==> config.mk <==
export PLATFORM = sky130hd
export DESIGN_NAME = lcd_write_ctrl
export DESIGN_NICKNAME = d
export VERILOG_FILES = /design/src/rtl/lcd_pkg.sv /design/src/rtl/lcd_byte_writer.sv /design/src/rtl/lcd_write_ctrl.sv
export SDC_FILE = /design/constraint.sdc
export NUM_CORES = 1
export LEC_CHECK = 0
export ABC_CLOCK_PERIOD_IN_PS = 3800
export BUFFER_PORTS_ARGS = -buffer_cell sky130_fd_sc_hd__buf_2
export CORE_MARGIN = 2
export CORE_UTILIZATION = 35
export DETAILED_ROUTE_END_ITERATION = 16
export HOLD_SLACK_MARGIN = 0.12
export PLACE_DENSITY = 0.52
export SYNTH_ARGS = -nofsm -noshare
export SYNTH_HDL_FRONTEND = slang
export SYNTH_SLANG_ARGS = --single-unit
export TNS_END_PERCENT = 1
==> constraint.sdc <==
create_clock -name clk -period 3.8 [get_ports clk]
set_input_delay 0 -clock clk [delete_from_list [all_inputs] [get_ports clk]]
set_output_delay 0 -clock clk [all_outputs]
set_load 0.02 [all_outputs]
==> src/rtl/lcd_pkg.sv <==
// lcd_pkg: FSM state types, HD44780 command bytes, shared character codes
// and small helpers for the LCD write controller.
package lcd_pkg;

   typedef enum logic [2:0] {
      ST_PWR_WAIT,
      ST_INIT,
      ST_IDLE,
      ST_ADDR,
      ST_DATA
   } lcd_state_e;

   typedef enum logic [1:0] {
      BW_IDLE,
      BW_SETUP,
      BW_EN,
      BW_WAIT
   } bw_phase_e;

   localparam logic [7:0] LCD_CMD_FUNC_SET = 8'h38;
   localparam logic [7:0] LCD_CMD_DISP_ON  = 8'h0C;
   localparam logic [7:0] LCD_CMD_CLEAR    = 8'h01;
   localparam logic [7:0] LCD_CMD_ENTRY    = 8'h06;
   localparam logic [7:0] LCD_CMD_DDRAM0   = 8'h80;

   // index of the last entry of the power-on command list
   localparam logic [2:0] INIT_LAST = 3'd5;

   // character codes shared with the display formatter
   localparam logic [7:0] CHAR_SPACE = 8'h20;
   localparam logic [7:0] CHAR_MINUS = 8'h2D;
   localparam logic [7:0] CHAR_DOT   = 8'h2E;
   localparam logic [7:0] CHAR_ZERO  = 8'h30;

   // power-on command ROM
   function automatic logic [7:0] init_cmd(input logic [2:0] idx);
      case (idx)
         3'd0, 3'd1, 3'd2: init_cmd = LCD_CMD_FUNC_SET;
         3'd3:             init_cmd = LCD_CMD_DISP_ON;
         3'd4:             init_cmd = LCD_CMD_CLEAR;
         default:          init_cmd = LCD_CMD_ENTRY;
      endcase
   endfunction

   function automatic int max3(input int a, input int b, input int c);
      int m;
      m = (a > b) ? a : b;
      max3 = (m > c) ? m : c;
   endfunction

endpackage

==> src/rtl/lcd_byte_writer.sv <==
// lcd_byte_writer: one bus transfer to the LCD. Latches rs/data on start,
// holds them SETUP_CYC cycles, raises E for EN_CYC cycles, then keeps the
// bus stable through the post-E wait (CMD_CYC, or CLR_CYC when long_wait_i).
// done_o is high in the final wait cycle so the next start can follow
// back-to-back without a gap cycle.
module lcd_byte_writer
   import lcd_pkg::*;
#(
   parameter int SETUP_CYC = 2,
   parameter int EN_CYC    = 12,
   parameter int CMD_CYC   = 2000,
   parameter int CLR_CYC   = 82000,
   parameter int CW        = 20
) (
   input  logic       clk,
   input  logic       rst_n,
   input  logic       start_i,
   input  logic       rs_i,
   input  logic [7:0] data_i,
   input  logic       long_wait_i,
   output logic       done_o,
   output logic       lcd_rs_o,
   output logic       lcd_en_o,
   output logic [7:0] lcd_data_o
);

   localparam logic [CW-1:0] SETUP_LOAD = CW'(SETUP_CYC - 1);
   localparam logic [CW-1:0] EN_LOAD    = CW'(EN_CYC - 1);
   localparam logic [CW-1:0] CMD_LOAD   = CW'(CMD_CYC - 1);
   localparam logic [CW-1:0] CLR_LOAD   = CW'(CLR_CYC - 1);

   bw_phase_e     phase_q, phase_d;
   logic [CW-1:0] cnt_q, cnt_d;
   logic          rs_q, rs_d;
   logic [7:0]    data_q, data_d;
   logic          long_q, long_d;
   logic          last;

   assign last   = (cnt_q == '0);
   assign done_o = (phase_q == BW_WAIT) && last;

   // phase sequencing; counter only decrements when non-zero, so it never wraps
   always_comb begin
      phase_d = phase_q;
      cnt_d   = cnt_q;
      rs_d    = rs_q;
      data_d  = data_q;
      long_d  = long_q;
      case (phase_q)
         BW_SETUP: begin
            if (last) begin
               phase_d = BW_EN;
               cnt_d   = EN_LOAD;
            end else begin
               cnt_d = cnt_q - 1'b1;
            end
         end
         BW_EN: begin
            if (last) begin
               phase_d = BW_WAIT;
               cnt_d   = long_q ? CLR_LOAD : CMD_LOAD;
            end else begin
               cnt_d = cnt_q - 1'b1;
            end
         end
         BW_WAIT: begin
            if (last) phase_d = BW_IDLE;
            else      cnt_d   = cnt_q - 1'b1;
         end
         default: ;
      endcase
      if (start_i && ((phase_q == BW_IDLE) || done_o)) begin
         phase_d = BW_SETUP;
         cnt_d   = SETUP_LOAD;
         rs_d    = rs_i;
         data_d  = data_i;
         long_d  = long_wait_i;
      end
   end

   // phase, counter and latched bus registers
   always_ff @(posedge clk or negedge rst_n) begin
      if (!rst_n) begin
         phase_q <= BW_IDLE;
         cnt_q   <= '0;
         rs_q    <= 1'b0;
         data_q  <= '0;
         long_q  <= 1'b0;
      end else begin
         phase_q <= phase_d;
         cnt_q   <= cnt_d;
         rs_q    <= rs_d;
         data_q  <= data_d;
         long_q  <= long_d;
      end
   end

   assign lcd_rs_o   = rs_q;
   assign lcd_data_o = data_q;
   assign lcd_en_o   = (phase_q == BW_EN);

endmodule

==> src/rtl/lcd_write_ctrl.sv <==
// lcd_write_ctrl: HD44780 8-bit sequencer, line 1 only. Runs the power-on
// init, then on request snapshots disp_in and writes it to DDRAM address 0.
// Optional feature macro: LCD_AUTO_REFRESH_EN (periodic self-triggered write).
module lcd_write_ctrl
   import lcd_pkg::*;
#(
   parameter int CHARS       = 20,
   parameter int SETUP_CYC   = 2,
   parameter int EN_CYC      = 12,
   parameter int CMD_CYC     = 2000,
   parameter int CLR_CYC     = 82000,
   parameter int PWR_CYC     = 750000,
   parameter int REFRESH_CYC = 5000000
) (
   input  logic       clk,
   input  logic       rst_n,
   input  logic       update,
   input  logic [7:0] disp_in [CHARS-1:0],
   output logic       ready,
   output logic       init_done,
   output logic       lcd_rs,
   output logic       lcd_rw,
   output logic       lcd_en,
   output logic [7:0] lcd_data
);

   localparam int CW = $clog2(max3(PWR_CYC, CLR_CYC, REFRESH_CYC) + 1);
   localparam int IW = (CHARS > 1) ? $clog2(CHARS) : 1;

   lcd_state_e    state_q, state_d;
   logic [CW-1:0] pwr_cnt_q;
   logic [2:0]    init_idx_q;
   logic [IW-1:0] chr_idx_q;
   logic [7:0]    snap_q [CHARS-1:0];
   logic          init_done_q;
   logic          pwr_done, accept, refresh_req;
   logic          wr_start, wr_rs, wr_long, wr_done;
   logic [7:0]    wr_data;

   assign pwr_done = (pwr_cnt_q == CW'(PWR_CYC - 1));
   assign accept   = (state_q == ST_IDLE) && (update || refresh_req);

`ifdef LCD_AUTO_REFRESH_EN
   logic [CW-1:0] ref_cnt_q;
   logic          pend_q;
   logic          ref_exp;

   assign ref_exp     = init_done_q && (ref_cnt_q == CW'(REFRESH_CYC - 1));
   assign refresh_req = pend_q || ref_exp;

   // refresh timer runs from init_done and restarts on every accepted write
   always_ff @(posedge clk or negedge rst_n) begin
      if (!rst_n) begin
         ref_cnt_q <= '0;
         pend_q    <= 1'b0;
      end else begin
         if (!init_done_q || accept || ref_exp) ref_cnt_q <= '0;
         else                                   ref_cnt_q <= ref_cnt_q + 1'b1;
         if (accept)       pend_q <= 1'b0;
         else if (ref_exp) pend_q <= 1'b1;
      end
   end
`else
   assign refresh_req = 1'b0;
`endif

   // FSM state register
   always_ff @(posedge clk or negedge rst_n) begin
      if (!rst_n) state_q <= ST_PWR_WAIT;
      else        state_q <= state_d;
   end

   // FSM next state
   always_comb begin
      state_d = state_q;
      case (state_q)
         ST_PWR_WAIT: if (pwr_done) state_d = ST_INIT;
         ST_INIT:     if (wr_done && init_idx_q == INIT_LAST) state_d = ST_IDLE;
         ST_IDLE:     if (accept) state_d = ST_ADDR;
         ST_ADDR:     if (wr_done) state_d = ST_DATA;
         ST_DATA:     if (wr_done && chr_idx_q == '0) state_d = ST_IDLE;
         default:     state_d = ST_PWR_WAIT;
      endcase
   end

   // FSM outputs: each start is issued in the cycle the previous byte finishes
   always_comb begin
      wr_start = 1'b0;
      wr_rs    = 1'b0;
      wr_data  = '0;
      wr_long  = 1'b0;
      case (state_q)
         ST_PWR_WAIT: begin
            if (pwr_done) begin
               wr_start = 1'b1;
               wr_data  = init_cmd(3'd0);
            end
         end
         ST_INIT: begin
            if (wr_done && init_idx_q != INIT_LAST) begin
               wr_start = 1'b1;
               wr_data  = init_cmd(init_idx_q + 3'd1);
               wr_long  = (wr_data == LCD_CMD_CLEAR);
            end
         end
         ST_IDLE: begin
            if (accept) begin
               wr_start = 1'b1;
               wr_data  = LCD_CMD_DDRAM0;
            end
         end
         ST_ADDR: begin
            if (wr_done) begin
               wr_start = 1'b1;
               wr_rs    = 1'b1;
               wr_data  = snap_q[CHARS-1];
            end
         end
         ST_DATA: begin
            if (wr_done && chr_idx_q != '0) begin
               wr_start = 1'b1;
               wr_rs    = 1'b1;
               wr_data  = snap_q[chr_idx_q - 1'b1];
            end
         end
         default: ;
      endcase
   end

   // power-on timer, init ROM index, char index and snapshot
   always_ff @(posedge clk or negedge rst_n) begin
      if (!rst_n) begin
         pwr_cnt_q   <= '0;
         init_idx_q  <= '0;
         chr_idx_q   <= '0;
         init_done_q <= 1'b0;
         for (int i = 0; i < CHARS; i++) snap_q[i] <= '0;
      end else begin
         if (state_q == ST_PWR_WAIT && !pwr_done) pwr_cnt_q <= pwr_cnt_q + 1'b1;
         if (state_q == ST_INIT && wr_done) begin
            if (init_idx_q == INIT_LAST) init_done_q <= 1'b1;
            else                         init_idx_q  <= init_idx_q + 3'd1;
         end
         if (accept) snap_q <= disp_in;
         if (state_q == ST_ADDR && wr_done)
            chr_idx_q <= IW'(CHARS - 1);
         else if (state_q == ST_DATA && wr_done && chr_idx_q != '0)
            chr_idx_q <= chr_idx_q - 1'b1;
      end
   end

   lcd_byte_writer #(
      .SETUP_CYC (SETUP_CYC),
      .EN_CYC    (EN_CYC),
      .CMD_CYC   (CMD_CYC),
      .CLR_CYC   (CLR_CYC),
      .CW        (CW)
   ) u_writer (
      .clk         (clk),
      .rst_n       (rst_n),
      .start_i     (wr_start),
      .rs_i        (wr_rs),
      .data_i      (wr_data),
      .long_wait_i (wr_long),
      .done_o      (wr_done),
      .lcd_rs_o    (lcd_rs),
      .lcd_en_o    (lcd_en),
      .lcd_data_o  (lcd_data)
   );

   assign lcd_rw    = 1'b0;
   assign ready     = (state_q == ST_IDLE);
   assign init_done = init_done_q;

endmodule
Yosys cells after proc, flatten, opt, wreduce, memory -nomap -nowiden
Index checks and enable logic that the tools add are counted.
{ "op_classes": {"n_lt_le_gt_ge": 1, "bitwise": 1, "eq_ne": 24, "n_reduce_logical": 28, "n_addsub": 4, "muxes": 39} }
{ "op_table": {"columns": ["cell", "count"], "rows": [
  ["23-bit two-way mux", 4],
  ["23-bit one-hot mux with 3 select lines", 1],
  ["8-bit two-way mux", 7],
  ["8-bit binary-select mux with 5-bit select", 1],
  ["8-bit one-hot mux with 5 select lines", 1],
  ["23-bit by 1-bit adder with 23-bit output, second input constant", 1],
  ["23-bit by 20-bit equality test with 1-bit output, second input constant", 1],
  ["23-bit zero test", 1],
  ["23-bit by 1-bit subtractor with 23-bit output, second input constant", 1],
  ["6-bit one-hot mux with 3 select lines", 1],
  ["17-bit two-way mux", 1],
  ["3-bit two-way mux", 5],
  ["3-bit one-hot mux with 5 select lines", 1],
  ["3-bit by 2-bit equality test with 1-bit output, second input constant", 4],
  ["1-bit logical AND", 12],
  ["5-bit two-way mux", 2],
  ["3-bit equality test, second input constant", 3],
  ["8-bit by 1-bit equality test with 1-bit output, second input constant", 1],
  ["2-bit two-way mux", 4],
  ["1-bit two-way mux", 7],
  ["3-bit by 1-bit equality test with 1-bit output, second input constant", 2],
  ["3-bit zero test", 2],
  ["5-bit by 6-bit < comparator with 1-bit output, second input constant", 1],
  ["6-bit two-way mux", 1],
  ["24 further kinds", 32]
]} }
{ "word_totals": {"in_bits": 163, "elab_cells": 127, "out_inout_bits": 13, "regBits": 230} }

Depth between registers and ports, before layout
{ "logic_depth": {"ltp_word": 9, "mapped_depth": 13} }

By module
A second synthesis with hierarchy kept.
{ "hier_totals": {"cells_unflattened": 870, "hier_area_um2": 11264.6} }
{ "by_module_without_submodules": {"columns": ["mod", "n_inst", "area_each_um2", "cells_each", "seq_area_each_um2"], "rows": [
  ["lcd_write_ctrl", 1, 9349.0, 662, 4879.7],
  ["lcd_byte_writer", 1, 1915.6, 208, 875.8]
]} }

Worst setup path after synthesis
Ideal clock, no wire load.
{ "synth_path": {"path_kind": "reg2reg", "start": "reg chr_idx_q[0]", "end": "reg u_writer.data_q[4], in the netlist u_writer.lcd_data_o[4]", "t_arrival_ns": 3.200, "path_stages_with_launch": 12, "path_slack_ns": 0.479, "required_ns": 3.679, "synth_period_minus_slack_ns": 3.321, "path_cell_list": "dfrtp_1 > clkbuf_1 > buf_2 > buf_2 > inv_1 > ha_1 > clkbuf_1 > buf_1 > mux4_2 > a32oi_1 > o221ai_1 > o22a_1"} }
{ "synth_between": {"elab_chain_cells": 5} }
{ "synth_lines": {"columns": ["item", "line", "text"], "rows": [
  ["start: declaration", "lcd_write_ctrl.sv:33", "logic [IW-1:0] chr_idx_q;"],
  ["start signal: assignment", "lcd_write_ctrl.sv:146", "chr_idx_q <= IW'(CHARS - 1);"],
  ["start signal: assignment", "lcd_write_ctrl.sv:148", "chr_idx_q <= chr_idx_q - 1'b1;"],
  ["5-bit by 1-bit subtractor with 5-bit output / 5-bit nonzero test (equally long branches)", "lcd_write_ctrl.sv:123, lcd_write_ctrl.sv:120", null],
  ["8-bit binary-select mux with 5-bit select / 1-bit logical AND (equally long branches)", "lcd_write_ctrl.sv:123, lcd_write_ctrl.sv:120", null],
  ["8-bit two-way mux (not written as such) / 1-bit two-way mux (equally long branches)", "lcd_write_ctrl.sv:123, lcd_write_ctrl.sv:120", null],
  ["8-bit two-way mux / 1-bit one-hot mux with 5 select lines (equally long branches)", "lcd_write_ctrl.sv:120, lcd_write_ctrl.sv:92", null],
  ["8-bit one-hot mux with 5 select lines / 1-bit logical AND (equally long branches)", "lcd_write_ctrl.sv:92, lcd_byte_writer.sv:72", null],
  ["end signal: assignment", "lcd_byte_writer.sv:93", "data_q <= data_d;"],
  ["end: declaration", "lcd_byte_writer.sv:35", "logic [7:0] data_q, data_d;"]
]} }
Several ways; a longest one is shown, not always the timed one. The select of a mux whose other input is x is not followed.
A chain may end at the register's enable or synchronous reset.

Final worst setup path
{ "layout_path": {"start": "reg pwr_cnt_q[20]", "end": "reg u_writer.long_q"} }
{ "layout_between": {"elab_chain_cells": 4} }
{ "layout_lines": {"columns": ["item", "line", "text"], "rows": [
  ["start: declaration", "lcd_write_ctrl.sv:31", "logic [CW-1:0] pwr_cnt_q;"],
  ["start signal: assignment", "lcd_write_ctrl.sv:139", "if (state_q == ST_PWR_WAIT && !pwr_done) pwr_cnt_q <= pwr_cnt_q + 1'b1;"],
  ["23-bit by 20-bit equality test with 1-bit output", "lcd_write_ctrl.sv:40", "assign pwr_done = (pwr_cnt_q == CW'(PWR_CYC - 1));"],
  ["1-bit two-way mux", "lcd_write_ctrl.sv:94", "if (pwr_done) begin"],
  ["1-bit one-hot mux with 5 select lines", "lcd_write_ctrl.sv:92", "case (state_q)"],
  ["1-bit logical AND", "lcd_byte_writer.sv:72", "if (start_i && ((phase_q == BW_IDLE) || done_o)) begin"],
  ["end signal: assignment", "lcd_byte_writer.sv:94", "long_q <= long_d;"],
  ["end: declaration", "lcd_byte_writer.sv:36", "logic long_q, long_d;"]
]} }
No other way between the ends.

==> results.md <==
- Worst VDD drop: 0.318 mV
- Post-synth EDFFs: 0
- Comb power frac: 0.050
- # Post-CTS Setup Buffers: 0
- Total power: 5530 uW
- Vias in the first global route: 8,779
- Cell Pwr Density: 364 nW/um2
- Die Y: 183 um
- Clk root buf: clkbuf_16
- Die Area: 33,500 um2
- Vias/cell: 5.11
- Number of DRC markers in iteration 0: 482
- Tcrit/Tclk final: 0.881
- Setup TNS: 0 ns
- Largest net degree at the start of global routing: 163
- IO Port Bufs: 174
- Worst setup path category: reg -> reg
- Critical Path Sink Type: flop
- CP startpoint kind: flop
- Fillers: 2,817
- Power share of the sequential group: 0.443
- Clock Skews: 0.0117 ns
- Rows: 65
- Initial core utilization: 0.355
- Leakage: 0.00705 uW
- Rel. slew slack: 0.312
- Global route total overflow: 0
- Clk buf depth: 3
- Share of layout cells above drive strength 1: 0.377
- Worst EP arrival: 3.76 ns
- Flops & latches, synth: 230
- Fmax: 299 MHz
- Sequential area share after synthesis: 0.513
- Clk sinks: 230
- Core Box Area: 31,600 um2
- Worst Max-Slew Pin Slew: 1.03 ns
- Cells on worst reg2reg path: 7
- Area Growth Syn to Fin: 35.5%
- Synth Net Count: 1,044
- Final Cell Area: 15,200 um2
- Endpoints failing setup: 0
- Slew Viols, Final: 0
- Minimum clock period: 3.35 ns
- CTS Buf Count: 27
- Clock Latency Late Sink: 0.55 ns
- Yosys warning total: 0
- Placement Cell Area: 12,600 um2
- Biggest area consumer among synthesized cells: dfrtp_1
- RePlAce Congestion: 0.814
- Via Count: 8,322
- Unrepaired setup endpoints after global routing: false
- Post-synth cell types: 68
- Post-route DRC: 0
- Hold Fails Final Rpt: 0
- First-pass GRT wire length: 49.0 mm
- Wire per inst: 18.8 um
- Initial antenna violation count: 2
- Worst EP required: 4.21 ns
- Commonest non-fill, non-tap cell in the layout: dfrtp_1
- Post-synth ARST share: 1.00
- Post-layout nets: 1,383
- Clock power share: 0.507
- Max Cap Viol: 0
- Switching Share: 0.210
- Mapped cell area: 11,200 um2
- Final wirelength: 30.6 mm
- Top cell type's share of synthesized area: 0.513
- Int Pwr: 4370 uW
- Pre-antenna DRT Iters: 4
- Syn Area/Cell: 12.9 um2
- Die width: 183 um
- Main flop type after synthesis: dfrtp_1
- Number of I/O pins: 176
- Synth area leaders: dfrtp_1 (51%), mux2_2 (16%), mux4_2 (8.0%), xnor2_1 (1.7%), ha_1 (1.7%)
- H-tree depth: 1
- Status: complete, no violations
- CTS tree: yes
- Reg clk slew, reported paths: 0.06 ns
- Most frequent cells in the layout: dfrtp_1 (229), buf_2 (173), mux2_2 (163), dlygate4sd3_1 (163), nand2_1 (46)
- Hold Crit Class: in -> async
- DPL Wire Length: 20.5 mm
- GRT Util Overall: 0.184
- Gate Count Post-Synth: 866
- ANT nets after route: 0
- Net Sw Power: 1160 uW
- Crit-path max FO: 20
-- cells by family after synthesis --
family | share of synthesized area
other cells | 0.000335
flops | 0.513
mux | 0.257
compound gates | 0.0625
fa+ha+maj | 0.0167
simple gates | 0.102
buf+inv | 0.0251
xor+xnor | 0.0234
-- what timing repair did --
item,CTS,global route
hold buffers,163,0
resized for setup,0,0
hold endpoints to repair,315,0
-- through the flow --
step | hold WS [ns] | util | setup WS (ns) | std cells
global route | 0.131 | 0.481 | 0.242 | 1628
finish | 0.0551 | 0.481 | 0.453 | 1628
detailed placement | 0.0959 | 0.399 | 0.455 | 1415
floorplan | -0.296 | - | 0.479 | 866
global placement | 0.106 | 0.399 | 0.572 | 1415
CTS | 0.125 | 0.481 | 0.459 | 1626
-- registers in the layout, summed over array words and instances (netlist names) --
register and flops:
u_writer.lcd_rs_o 1, u_writer.phase_q 2, pwr_cnt_q 23, u_writer.lcd_data_o 8, init_idx_q 3, snap_q 160, u_writer.long_q 1, chr_idx_q 5
state_q 3, u_writer.cnt_q 23, init_done 1
-- cell usage after synthesis, drive strengths merged, types with 3 or more instances --
library cell	number
nor3b	3
a21o	3
a31oi	8
nor2	36
nand3b	3
o31ai	6
nand4	5
a211o	3
or4b	4
and3	9
o211ai	6
a211oi	4
nand4b	4
or2	5
clkbuf	34
xnor2	22
inv	19
a32oi	7
dfrtp	230
mux2	163
nor4b	3
nand3	24
a21oi	18
nand2b	7
o21ai	23
nor3	18
mux2i	14
buf	14
or3	7
nor4	10
mux4	40
xor2	8
o41ai	3
nor2b	8
and4	3
ha	15
nand2	46
and2	5
-- path summary, 6_finish.rpt --
kind,from,endpoint,slack [ns]
setup reg to reg,pwr_cnt_q[20]$_DFFE_PN0P_,u_writer.long_q$_DFFE_PN0N_,0.45
max in group asynchronous,rst_n,snap_q[14]$_DFFE_PN0P_,2.75
hold / removal,rst_n,pwr_cnt_q[11]$_DFFE_PN0P_,0.06
setup / recovery,pwr_cnt_q[20]$_DFFE_PN0P_,u_writer.long_q$_DFFE_PN0N_,0.45
hold reg to reg,pwr_cnt_q[22]$_DFFE_PN0P_,pwr_cnt_q[22]$_DFFE_PN0P_,0.47
min in group clk,disp_in[43],snap_q[43]$_DFFE_PN0P_,0.21
-- area by class of cell --
type / instances / area (um2) / area share
Timing Repair Buffer: 358 / 2700 / 0.177
Clock inverter: 9 / 188 / 0.0124
Sequential cell: 230 / 5760 / 0.379
Tap cell: 402 / 503 / 0.0331
Multi-Input combinational cell: 569 / 5190 / 0.342
Inverter: 19 / 71.3 / 0.00470
Clock buffer: 39 / 771 / 0.0508
Antenna cell: 2 / 5.00 / 0.000330
-- critical path, cell delays in order, from the launching register on --
cell	delay (ns)
dfrtp_1	0.41
or4b_1	0.50
or4_1	0.53
nor3_2	0.41
o211a_1	0.26
or2_1	0.61
buf_4	0.38
o21ai_0	0.11
-- routing by layer --
layer / share of wire / GRT usage
met5: 0 / 0
met3: 0.047 / 0.0342
met4: 0.020 / 0.0410
met2: 0.47 / 0.300
met1: 0.46 / 0.256
-- power by group through the flow --
stage                     clock network, uW  registers (uW)  logic (uW)
final                                  2800            2450         276
after floorplan                           0            2490        3.19
after global placement                    0            2490         146
after global routing                   2990            2450         304
after CTS                              2880            2450         279
after detailed placement                  0            2490         146
Note: power is estimated with default switching activity, not from simulation.
